File: config.mk
export PLATFORM = sky130hd
export DESIGN_NAME = ex_mem_cplt
export DESIGN_NICKNAME = d
export VERILOG_FILES = /design/src/rtl/ex_mem_cplt.sv
export SDC_FILE = /design/constraint.sdc
export NUM_CORES = 1
export LEC_CHECK = 0
export ABC_CLOCK_PERIOD_IN_PS = 1900
export BUFFER_PORTS_ARGS = -buffer_cell sky130_fd_sc_hd__buf_2
export CORE_MARGIN = 5
export CORE_UTILIZATION = 46
export DETAILED_ROUTE_END_ITERATION = 10
export PLACE_DENSITY_LB_ADDON = 0.05
export SLEW_MARGIN = 20
export SYNTH_ARGS = -nofsm -noshare
export SYNTH_HDL_FRONTEND = slang
export SYNTH_SLANG_ARGS = --single-unit
File: constraint.sdc
create_clock -name clock -period 1.9 [get_ports clock]
set_input_delay 0.285 -clock clock [delete_from_list [all_inputs] [get_ports clock]]
set_output_delay 0.285 -clock clock [all_outputs]
set_load 0.01 [all_outputs]
File: src/rtl/ex_mem_cplt.sv
// ex_mem_cplt: EX2 memory completion stage.
// Takes one load/store from EX1 and presents it on the bus until the bus answers.
// Completed loads are extended to 64 bits and written back through a one-cycle registered
// slot. A bus fault parks the stage in FLT until reset.
// Optional feature: define JX2_EX2_TIMEOUT_EN to turn a request that has been waiting for
// 255 cycles into a fault.
module ex_mem_cplt (
    input  logic        clock,
    input  logic        reset,
    input  logic [4:0]  exMemOpm,
    input  logic [31:0] exMemAddr,
    input  logic [63:0] exMemData,
    input  logic [5:0]  exHeldIdRn,
    input  logic        exHold,
    input  logic [1:0]  busOK,
    input  logic [63:0] busDataIn,
    output logic [4:0]  busOpm,
    output logic [31:0] busAddr,
    output logic [63:0] busDataOut,
    output logic [5:0]  regIdRn2,
    output logic [63:0] regValRn2,
    output logic        ex2Hold,
    output logic        ex2Fault
);

    localparam logic [5:0] Zzr       = 6'h3F;
    localparam logic [1:0] BusReady  = 2'b00;
    localparam logic [1:0] BusOk     = 2'b01;
    localparam logic [1:0] BusHold   = 2'b10;
    localparam logic [1:0] BusFault  = 2'b11;
    localparam logic [1:0] KindLoad  = 2'b01;

    typedef enum logic [1:0] {StIdle, StReq, StFlt} state_e;

    state_e      state_q, state_d;
    logic [4:0]  opm_q, opm_d;
    logic [31:0] addr_q, addr_d;
    logic [63:0] data_q, data_d;
    logic [5:0]  id_q, id_d;
    logic [5:0]  wb_id_q, wb_id_d;
    logic [63:0] wb_val_q, wb_val_d;
    logic        fault_q, fault_d;

    logic        ex_valid;
    logic        load_new;
    logic        tmo_hit;
    logic [1:0]  bus_rsp;

    assign ex_valid = (exMemOpm[4:3] != 2'b00) && !exHold;

    // Right-aligned bus data extended by access size; mode[2] selects zero-extension.
    function automatic logic [63:0] load_extend(input logic [2:0] mode, input logic [63:0] raw);
        logic [63:0] res;
        unique case (mode[1:0])
            2'b00:   res = {{56{raw[7]  & ~mode[2]}}, raw[7:0]};
            2'b01:   res = {{48{raw[15] & ~mode[2]}}, raw[15:0]};
            2'b10:   res = {{32{raw[31] & ~mode[2]}}, raw[31:0]};
            default: res = raw;
        endcase
        return res;
    endfunction

`ifdef JX2_EX2_TIMEOUT_EN
    logic [7:0] tmo_q, tmo_d;

    // An OK arriving on the expiry cycle still completes normally.
    assign tmo_hit = (state_q == StReq) && (tmo_q == 8'hFF) && (busOK != BusOk);

    // Wait counter: cleared on every REQ entry, counts cycles spent waiting on the bus.
    always_comb begin
        tmo_d = tmo_q;
        if (load_new) begin
            tmo_d = 8'd0;
        end else if (state_q == StReq && (bus_rsp == BusReady || bus_rsp == BusHold)) begin
            tmo_d = tmo_q + 8'd1;
        end
    end

    // Wait counter register.
    always_ff @(posedge clock) begin
        if (reset) begin
            tmo_q <= 8'd0;
        end else begin
            tmo_q <= tmo_d;
        end
    end
`else
    assign tmo_hit = 1'b0;
`endif

    assign bus_rsp = tmo_hit ? BusFault : busOK;

    // FSM next state, request latch and writeback slot.
    always_comb begin
        state_d  = state_q;
        opm_d    = opm_q;
        addr_d   = addr_q;
        data_d   = data_q;
        id_d     = id_q;
        wb_id_d  = Zzr;
        wb_val_d = 64'd0;
        fault_d  = 1'b0;
        load_new = 1'b0;

        unique case (state_q)
            StIdle: begin
                if (ex_valid) begin
                    load_new = 1'b1;
                    state_d  = StReq;
                end
            end
            StReq: begin
                unique case (bus_rsp)
                    BusOk: begin
                        if (opm_q[4:3] == KindLoad) begin
                            wb_id_d  = id_q;
                            wb_val_d = load_extend(opm_q[2:0], busDataIn);
                        end
                        // A new op offered in the OK cycle starts without a bubble.
                        if (ex_valid) begin
                            load_new = 1'b1;
                        end else begin
                            state_d = StIdle;
                        end
                    end
                    BusFault: begin
                        state_d = StFlt;
                        fault_d = 1'b1;
                    end
                    default: begin
                        state_d = StReq;
                    end
                endcase
            end
            StFlt: begin
                state_d = StFlt;
            end
            default: begin
                state_d = StIdle;
            end
        endcase

        if (load_new) begin
            opm_d  = exMemOpm;
            addr_d = exMemAddr;
            data_d = exMemData;
            id_d   = exHeldIdRn;
        end
    end

    // State and registered outputs.
    always_ff @(posedge clock) begin
        if (reset) begin
            state_q  <= StIdle;
            opm_q    <= 5'd0;
            addr_q   <= 32'd0;
            data_q   <= 64'd0;
            id_q     <= Zzr;
            wb_id_q  <= Zzr;
            wb_val_q <= 64'd0;
            fault_q  <= 1'b0;
        end else begin
            state_q  <= state_d;
            opm_q    <= opm_d;
            addr_q   <= addr_d;
            data_q   <= data_d;
            id_q     <= id_d;
            wb_id_q  <= wb_id_d;
            wb_val_q <= wb_val_d;
            fault_q  <= fault_d;
        end
    end

    // Bus request is only asserted in REQ; stall whenever the op cannot complete this cycle.
    always_comb begin
        busOpm     = (state_q == StReq) ? opm_q : 5'd0;
        busAddr    = addr_q;
        busDataOut = data_q;
        regIdRn2   = wb_id_q;
        regValRn2  = wb_val_q;
        ex2Fault   = fault_q;
        ex2Hold    = (state_q == StFlt) || ((state_q == StReq) && (bus_rsp != BusOk));
    end

endmodule

==> results of run 1 <==
[worst max-delay path by stage]
stage | start | to | slack [ns] | cells after the start
global route | opm_q[1] | busOpm[1] | 0.05 | 3
CTS | state_q[0] | busOpm[0] | 0.11 | 5
global placement | reset | regValRn2[54] | 0.09 | 5
floorplan | reset | regIdRn2[0] | 0.26 | 6
detailed placement | reset | regValRn2[59] | 0.07 | 5
finish | state_q[0] | busOpm[0] | 0.14 | 5
[cell usage after synthesis, types with 5 or more instances]
cell type / n
nand2b_1: 206
inv_1: 9
o21ai_0: 9
a31oi_1: 32
a21oi_1: 26
clkbuf_1: 40
buf_6: 9
and2_1: 6
buf_4: 7
or2_1: 6
buf_2: 5
dfxtp_1: 180
nor2_1: 22
nand2_1: 49
mux2i_1: 108
[per-layer routing]
| layer | track usage | vias to the layer above |
|---|---|---|
| met5 | 0 | - |
| met4 | 0.07975 | 2 |
| met3 | 0.08048 | 30 |
| met2 | 0.3486 | 217 |
| met1 | 0.2237 | 2625 |
| li1 | - | 3021 |
[power by group through the flow]
stage / combinational, W / clock [W] / sequential (W)
6_report: 0.00106 / 0.00347 / 0.00403
5_1_grt: 0.00117 / 0.00372 / 0.00405
3_5_place_dp: 0.00107 / 0 / 0.00411
4_1_cts: 0.00108 / 0.00355 / 0.00403
3_3_place_gp: 0.00107 / 0 / 0.00411
2_1_floorplan: 0.000544 / 0 / 0.00417
[tightest hold or removal path: stages]
cell and delay, ns:
buf_2 0.09, inv_1 0.04, nor2_1 0.03
[per-stage QoR]
step	instances	hold slack, ns
2_1_floorplan	725	0.3972
3_5_place_dp	1221	0.4301
6_report	1255	0.07364
5_1_grt	1254	0.05905
4_1_cts	1253	0.05251
3_3_place_gp	1221	0.4194
[cells by family (layout without fill, tap and decap cells)]
family,after synthesis,after routing,share of synthesized area
and+or+nand+nor,296,296,0.2363
muxes,108,108,0.1513
DFF,180,180,0.5045
AOI/OAI and AO/OA,70,70,0.05658
buffers and inverters,71,411,0.05132
other,0,2,0
[flip-flops by register name, indices dropped and copies added, names as in the netlist]
signal,count
busDataOut,64
regValRn2,64
busAddr,32
id_q,6
regIdRn2,6
opm_q,5
state_q,2
ex2Fault,1
[area by class of cell]
type                       instances  area [um2]  area share
inverter                           9       33.78    0.003507
multi-input combinational        474        3179      0.3301
clock buffer                      19       442.9     0.04599
sequential                       180        3603      0.3741
timing repair buffer             370        1984      0.2060
tap                              188       235.2     0.02442
clock inverter                    13       147.6     0.01533
antenna                            2       5.005   0.0005196
==> summary.txt, run 1 <==
Worst R2R Start: state_q[1]
clk_lat worst skew: 0.42 ns
total track usage: 0.2022
switching portion of total power: 0.2443
fin crit period: 1.758 ns
x dimension of the die: 134.6 um
Fillers: 1354
row count: 45
Max VDD drop: 639.4 uV
# hold bufs at CTS: 0
WS Path Type: flip-flop to primary output
total CTS buffers: 17
WL met1: 7.665 mm
HPWL after DPL: 14.30 mm
starting density of the core: 0.4699
DRT iter0 DRCs: 240
Hold Path Stages: 3
clock power share: 0.405
Net Count, Synth: 901
area leader, netlist: dfxtp_1
Setup violations, final: 0
Worst-Margin Slew: 0.7746 ns
largest cells by area after synthesis: dfxtp_1 50%, nand2b_1 18%, mux2i_1 15%, a31oi_1 2.8%, nand2_1 2.6%
commonest cells after routing, fill and taps aside: 347 x buf_2, 206 x nand2b_1, 180 x dfxtp_1
total global routing overflow: 0
Post-CTS Resized: 0
Post-synth EDFFs: 0
Worst EP arrival: 1.47 ns
Final Util: 0.6336
hold path endpoint: regValRn2[1]
buffer and inverter count on the worst path: 3
port buffer count: 348
max layer used: met5
synthesized flop and latch total: 180
layout cells sized above 1: 0.3784
critical path's largest stage delay: 0.32 ns
final WL: 19.23 mm
first-pass GRT wire length: 29.16 mm
warnings from Yosys: 0
switching power: 0.002091 W
post-route antenna net violation count: 0
FFs w/ async S/R, synth: 0
Relative slew margins: 0.4836
die area: 18120 um2
Final Cycle Share: 0.9251
status: complete, no violations
vias per cell: 4.697
routed len/inst: 15.32 um
synthesized area: 7143 um2
Sequential Power Share: 0.471
Worst R2R End: regValRn2[59]
setup bufs post-CTS: 0
RePlAce Congestion: 0.7578
met2 WL post-DR: 9.434 mm
Die Span Y: 134.6 um
CP Capture Type: primary output
RSZ-0062 raised after global routing: false
pre-CTS setup slack: 0.06527 ns
commonest non-fill, non-tap cell in the layout: buf_2
cell family with most CP delay: buffers and inverters
CP Launch Type: flip-flop
logic gate share of total power: 0.124
Crit path top cell by count: buf_4
Seq/Total Area, Yosys: 0.5045
flop-to-flop setup slack: 0.19 ns
CP cell instances: buf_4, nor2b_1, buf_4, and2_1, buf_2
Worst-path clk slew: 0.06 ns
Tightest Hold Check Type: input port to flip-flop
Int Power: 0.006467 W
pin count of the biggest net entering global routing: 112
critical path peak fanout: 7
TritonRoute pass-1 iters: 4
via count: 5895
CTS tree: built
worst hold start: busDataIn[1]
final slew viol count: 0
drt drc: 0
Req. time, crit path: 1.62 ns
Synth Area per Inst: 9.853 um2
Max Cap Viol: 0
# clock sinks: 180
Root Driver: clkbuf_16
number of global-route vias before repair: 5695
design area: 9632 um2
deepest clock path buffer count: 2
Cell Pwr Density: 888.5 nW/um2
synth unique cells: 25
Layout area overhead: 34.84%
antenna violations before repair: 2
Synth top area share: 0.5045
CP max stage cell: dfxtp_1
LEAKAGE: 4.575 nW
Final Skew: 0.008081 ns
Synth Flop Type: dfxtp_1
Fmax: 569.0 MHz
Post-Route Setup TNS: 0 ns
final hold violation count: 0
PnR worst setup slack: 0.1424 ns
core area: 15200 um2
Tot Pwr: 0.008557 W
met3 wire length: 1.704 mm
cells after synthesis: 725
Final nets: 1228
IO Pins: 349
DP Area: 9036 um2
worst r2r path cells: 4
H-tree levels: 4
(Power assumes the default switching activity.)
==> inputs of run 2 (changes only) <==
--- a/config.mk
+++ b/config.mk
@@ -9,8 +9,9 @@
 export BUFFER_PORTS_ARGS = -buffer_cell sky130_fd_sc_hd__buf_2
 export CORE_MARGIN = 5
 export CORE_UTILIZATION = 46
+export CTS_BUF_LIST = sky130_fd_sc_hd__clkbuf_8 sky130_fd_sc_hd__clkbuf_16
 export DETAILED_ROUTE_END_ITERATION = 10
-export PLACE_DENSITY_LB_ADDON = 0.05
+export PLACE_DENSITY = 0.8
 export SLEW_MARGIN = 20
 export SYNTH_ARGS = -nofsm -noshare
 export SYNTH_HDL_FRONTEND = slang
==> summary.txt, run 2 (synthesized netlist as in run 1, its figures left out) <==
status: complete, no violations
worst r2r path cells: 5 (+1)
die area: 18120 um2 (unchanged)
Tightest Hold Check Type: input port to flip-flop
Worst R2R End: regValRn2[21]
total CTS buffers: 17 (unchanged)
CP cell instances: nand4bb_1, or4b_2, buf_4, buf_12, a21oi_1
antenna violations before repair: 2 (unchanged)
core area: 15200 um2 (unchanged)
post-route antenna net violation count: 0 (unchanged)
Fmax: 568.9 MHz (about the same)
Setup violations, final: 0 (unchanged)
Worst-path clk slew: 0.07 ns (about the same)
Final Util: 0.6320 (-0.001564)
x dimension of the die: 134.6 um (unchanged)
vias per cell: 4.810 (+2.4%)
worst hold slack: 0.08130 ns (+0.007655 ns)
Layout area overhead: 34.51%
design area: 9608 um2 (-0.25%)
layout cells sized above 1: 0.3779 (-0.0004584)
via count: 6008 (+1.9%)
CP max stage cell: or4b_2
TritonRoute pass-1 iters: 4 (unchanged)
Worst R2R Start: state_q[1]
WS Path Type: flip-flop to flip-flop
Cell Pwr Density: 877.5 nW/um2 (-1.2%)
# hold bufs at CTS: 0 (unchanged)
setup bufs post-CTS: 0 (unchanged)
commonest cells after routing, fill and taps aside: 347 x buf_2, 206 x nand2b_1, 180 x dfxtp_1
# clock sinks: 180 (unchanged)
CP endpoint: regValRn2[21]
Max Cap Viol: 0 (unchanged)
Relative slew margins: 0.5462 (+0.06265)
critical path's largest stage delay: 0.61 ns (+0.29 ns)
Final Skew: 0.009018 ns (+0.0009366 ns)
RePlAce Congestion: 0.7757 (+2.4%)
IO Pins: 349 (unchanged)
drt drc: 0 (unchanged)
final WL: 19.08 mm (-0.76%)
Final nets: 1224 (-0.33%)
Final Cycle Share: 0.9251 (about the same)
CP Launch Type: flip-flop
row count: 45 (unchanged)
Post-CTS Resized: 1 (+1)
pin count of the biggest net entering global routing: 217 (+94%)
H-tree levels: 4 (unchanged)
Req. time, crit path: 2.24 ns (+0.62 ns)
starting density of the core: 0.4699 (unchanged)
beginning of the critical path: state_q[1]
final slew viol count: 0 (unchanged)
LEAKAGE: 4.560 nW (-0.35%)
DP Area: 9031 um2 (about the same)
total track usage: 0.2007 (-0.001517)
RSZ-0062 raised after global routing: false
final hold violation count: 0 (unchanged)
deepest clock path buffer count: 2 (unchanged)
total global routing overflow: 0 (unchanged)
Root Driver: clkbuf_16
port buffer count: 348 (unchanged)
critical path peak fanout: 30 (+23)
number of global-route vias before repair: 5666 (-0.51%)
Tot Pwr: 0.008431 W (-1.5%)
Post-Route Setup TNS: 0 ns (unchanged)
Worst-Margin Slew: 0.6806 ns (-0.09398 ns)
first-pass GRT wire length: 28.99 mm (-0.59%)
clk_lat worst skew: 0.42 ns (about the same)
CTS tree: built
Antenna diodes: 0 (-2)
HPWL after DPL: 14.22 mm (-0.60%)
CP Capture Type: flip-flop
Max VDD drop: 563.4 uV (-12%)
commonest non-fill, non-tap cell in the layout: buf_2
DRT iter0 DRCs: 296 (+23%)
flop-to-flop setup slack: 0.14 ns (-0.05 ns)
routed len/inst: 15.28 um (-0.29%)
Die Span Y: 134.6 um (unchanged)
fin crit period: 1.758 ns (+0.00002000 ns)
Worst EP arrival: 2.10 ns (+0.63 ns)
## run 2: layout make-up
class                           instances  area [um2]
Fill cell                            1282        5594
Sequential cell                       180        3603
Multi-Input combinational cell        474        3182
Timing Repair Buffer                  366        1979
Clock buffer                           18       439.2
Tap cell                              188       235.2
Clock inverter                         14       135.1
Inverter                                9       33.78
## run 2: worst min-delay path by stage
stage                       from      endpoint  cells past startpoint
floorplan               busOK[1]      ex2Fault                      2
global placement         id_q[3]   regIdRn2[3]                      1
detailed placement       id_q[5]   regIdRn2[5]                      1
CTS                 busDataIn[3]  regValRn2[3]                      3
global route        busDataIn[3]  regValRn2[3]                      3
finish              busDataIn[3]  regValRn2[3]                      3
## run 2: critical path: cells and delay by family (launching register included)
family / cells / cell delay (ns)
buffers and inverters: 2 / 0.40
AND/OR/NAND/NOR: 2 / 0.80
flip-flops: 1 / 0.31
AO/OA/AOI/OAI: 1 / 0.15
## run 2: stage by stage
step | worst slack, ns | cells
after floorplan | 0.2617 | 725
after detailed placement | 0.01898 | 1217
final | 0.1424 | 1249
after CTS | 0.1125 | 1249
after global placement | 0.07157 | 1217
after global routing | 0.04291 | 1249
## run 2: where the power goes
group,internal (W),leakage (nW),switching [W],total (W)
combinational,0.000529,2.81,0.000522,0.00105
sequential,0.00394,1.47,0.0000885,0.00403
clock,0.00177,0.279,0.00158,0.00336
total,0.00624,4.56,0.00219,0.00843
## run 2: per-layer routing
layer | routed length, um | share of wire | vias up | GRT usage
li1 | - | - | 3008 | -
met1 | 7229 | 0.38 | 2703 | 0.2285
met2 | 9301 | 0.49 | 264 | 0.3363
met3 | 2166 | 0.11 | 29 | 0.09314
met4 | 358 | 0.019 | 4 | 0.06278
met5 | 28 | 0.0015 | - | 0
==> inputs of run 3 (changes only) <==
--- a/config.mk
+++ b/config.mk
@@ -12,6 +12,7 @@
 export CTS_BUF_LIST = sky130_fd_sc_hd__clkbuf_8 sky130_fd_sc_hd__clkbuf_16
 export DETAILED_ROUTE_END_ITERATION = 10
 export PLACE_DENSITY = 0.8
+export SETUP_SLACK_MARGIN = 0.4
 export SLEW_MARGIN = 20
 export SYNTH_ARGS = -nofsm -noshare
 export SYNTH_HDL_FRONTEND = slang
==> summary.txt, run 3 (synthesized netlist as in run 1, its figures left out) <==
HPWL after DPL: 14.61 mm (+2.7%)
Die Span Y: 134.6 um (unchanged)
Int Power: 0.006328 W (+1.4%)
core area: 15200 um2 (unchanged)
Final nets: 1244 (+1.6%)
routed len/inst: 17.91 um (+17%)
total global routing overflow: 0 (unchanged)
CTS tree: built
post-route antenna net violation count: 0 (unchanged)
# hold bufs at CTS: 0 (unchanged)
total track usage: 0.2105 (+0.009824)
Sequential Area: 3612 um2 (+0.24%)
Layout area overhead: 43.93%
Worst-path clk slew: 0.08 ns (about the same)
final hold violation count: 0 (unchanged)
Final Skew: 0.01572 ns (+0.006701 ns)
Worst-Margin Slew: 0.6418 ns (-0.03886 ns)
worst hold slack: 0.07416 ns (-0.007143 ns)
first-pass GRT wire length: 30.46 mm (+5.1%)
critical path peak fanout: 8 (-73%)
CP max stage cell: or4b_4
Root Driver: clkbuf_16
port buffer count: 348 (unchanged)
area of the multi-input gates: 3483 um2 (+9.5%)
clock power share: 0.400 (+0.002)
pin count of the biggest net entering global routing: 66 (-70%)
vias per cell: 5.018 (+4.3%)
Tightest Hold Check Type: input port to flip-flop
Req. time, crit path: 2.24 ns (about the same)
row count: 45 (unchanged)
via count: 6378 (+6.2%)
Sequential Power Share: 0.466 (-0.011)
DRT iter0 DRCs: 361 (+22%)
logic gate share of total power: 0.134 (+0.009)
Fmax: 597.8 MHz (+5.1%)
CP Capture Type: flip-flop
Setup violations, final: 0 (unchanged)
WS Path Type: flip-flop to flip-flop
flop-to-flop setup slack: 0.23 ns (+0.08 ns)
Worst EP arrival: 2.01 ns (-0.09 ns)
Post-Route Setup TNS: 0 ns (unchanged)
commonest non-fill, non-tap cell in the layout: buf_2
layout cells sized above 1: 0.4265 (+0.04851)
final WL: 22.76 mm (+19%)
switching portion of total power: 0.2672 (+0.007306)
Max Cap Viol: 0 (unchanged)
# clock sinks: 180 (unchanged)
H-tree levels: 4 (unchanged)
deepest clock path buffer count: 2 (unchanged)
CP cell instances: nand4bb_1, or4b_4, buf_12, buf_8, a31oi_1
Max VDD drop: 570.1 uV (+1.2%)
RePlAce Congestion: 0.7495 (-3.4%)
RSZ-0062 raised after global routing: true
Final Cycle Share: 0.8804 (-0.04463)
status: complete, no violations
number of global-route vias before repair: 5968 (+5.3%)
x dimension of the die: 134.6 um (unchanged)
fin crit period: 1.673 ns (-0.08480 ns)
Relative slew margins: 0.5722 (+0.02591)
switching power: 0.002308 W (+5.3%)
LEAKAGE: 4.759 nW (+4.4%)
Fillers: 1126 (-12%)
IO Pins: 349 (unchanged)
total CTS buffers: 17 (unchanged)
commonest cells after routing, fill and taps aside: 344 x buf_2, 205 x nand2b_1, 177 x dfxtp_1
TritonRoute pass-1 iters: 5 (+1)
drt drc: 0 (unchanged)
critical path's largest stage delay: 0.57 ns (-0.04 ns)
die area: 18120 um2 (unchanged)
final slew viol count: 0 (unchanged)
clk_lat worst skew: 0.42 ns (about the same)
antenna violations before repair: 2 (unchanged)
Cell Pwr Density: 839.9 nW/um2 (-4.3%)
CP Launch Type: flip-flop
starting density of the core: 0.4699 (unchanged)
run 3: repair_timing:
action                     4_1_cts  5_1_grt
cloned                           1       11
gates resized for setup         14       53
pin swaps                        5        3
setup buffers                    4        2
setup endpoints to repair      171      178
run 3: final cells by class:
type,instances,area share
antenna,2,0.0004868
clock buffer,19,0.04406
clock inverter,13,0.01290
inverter,9,0.003286
multi-input combinational,474,0.3388
sequential,180,0.3513
tap,188,0.02288
timing repair buffer,386,0.2262
run 3: worst max-delay path: cells and delay by family, from the launching register on:
family	cells	cell delay (ns)
simple gates	2	0.77
buf+inv	2	0.31
compound gates	1	0.19
flops	1	0.32
run 3: worst paths after layout:
check          startpoint             to  cells past startpoint
min          busDataIn[2]   regValRn2[2]                      3
max reg2reg    state_q[1]  regValRn2[33]                      5
max            state_q[1]  regValRn2[33]                      5
min reg2reg       id_q[2]    regIdRn2[2]                      1
run 3: layer usage:
metal,share of wire,vias to the layer above,global-route usage,routed length (um)
li1,-,3067,-,-
met1,0.36,2898,0.2349,8094
met2,0.49,348,0.3651,11150
met3,0.11,65,0.08756,2497
met4,0.045,0,0.06787,1021
met5,0,-,0,0
run 3: through the flow:
step	instances	utilization	setup slack (ns)	area, um2	power, W
after global placement	1219	0.5939	0.02942	9029	0.005169
final	1271	0.6763	0.2272	10280	0.008635
after detailed placement	1219	0.5939	0.01539	9029	0.005186
after global routing	1271	0.6763	0.1470	10280	0.008997
after CTS	1256	0.6397	0.2953	9724	0.008631
after floorplan	725	-	0.2660	7176	0.004725
run 3: power by group through the flow:
stage	clock, W	sequential [W]	combinational, W
2_1_floorplan	0	0.00417	0.000554
3_3_place_gp	0	0.00410	0.00107
3_5_place_dp	0	0.00410	0.00108
4_1_cts	0.00350	0.00402	0.00110
5_1_grt	0.00369	0.00404	0.00126
6_report	0.00345	0.00402	0.00116
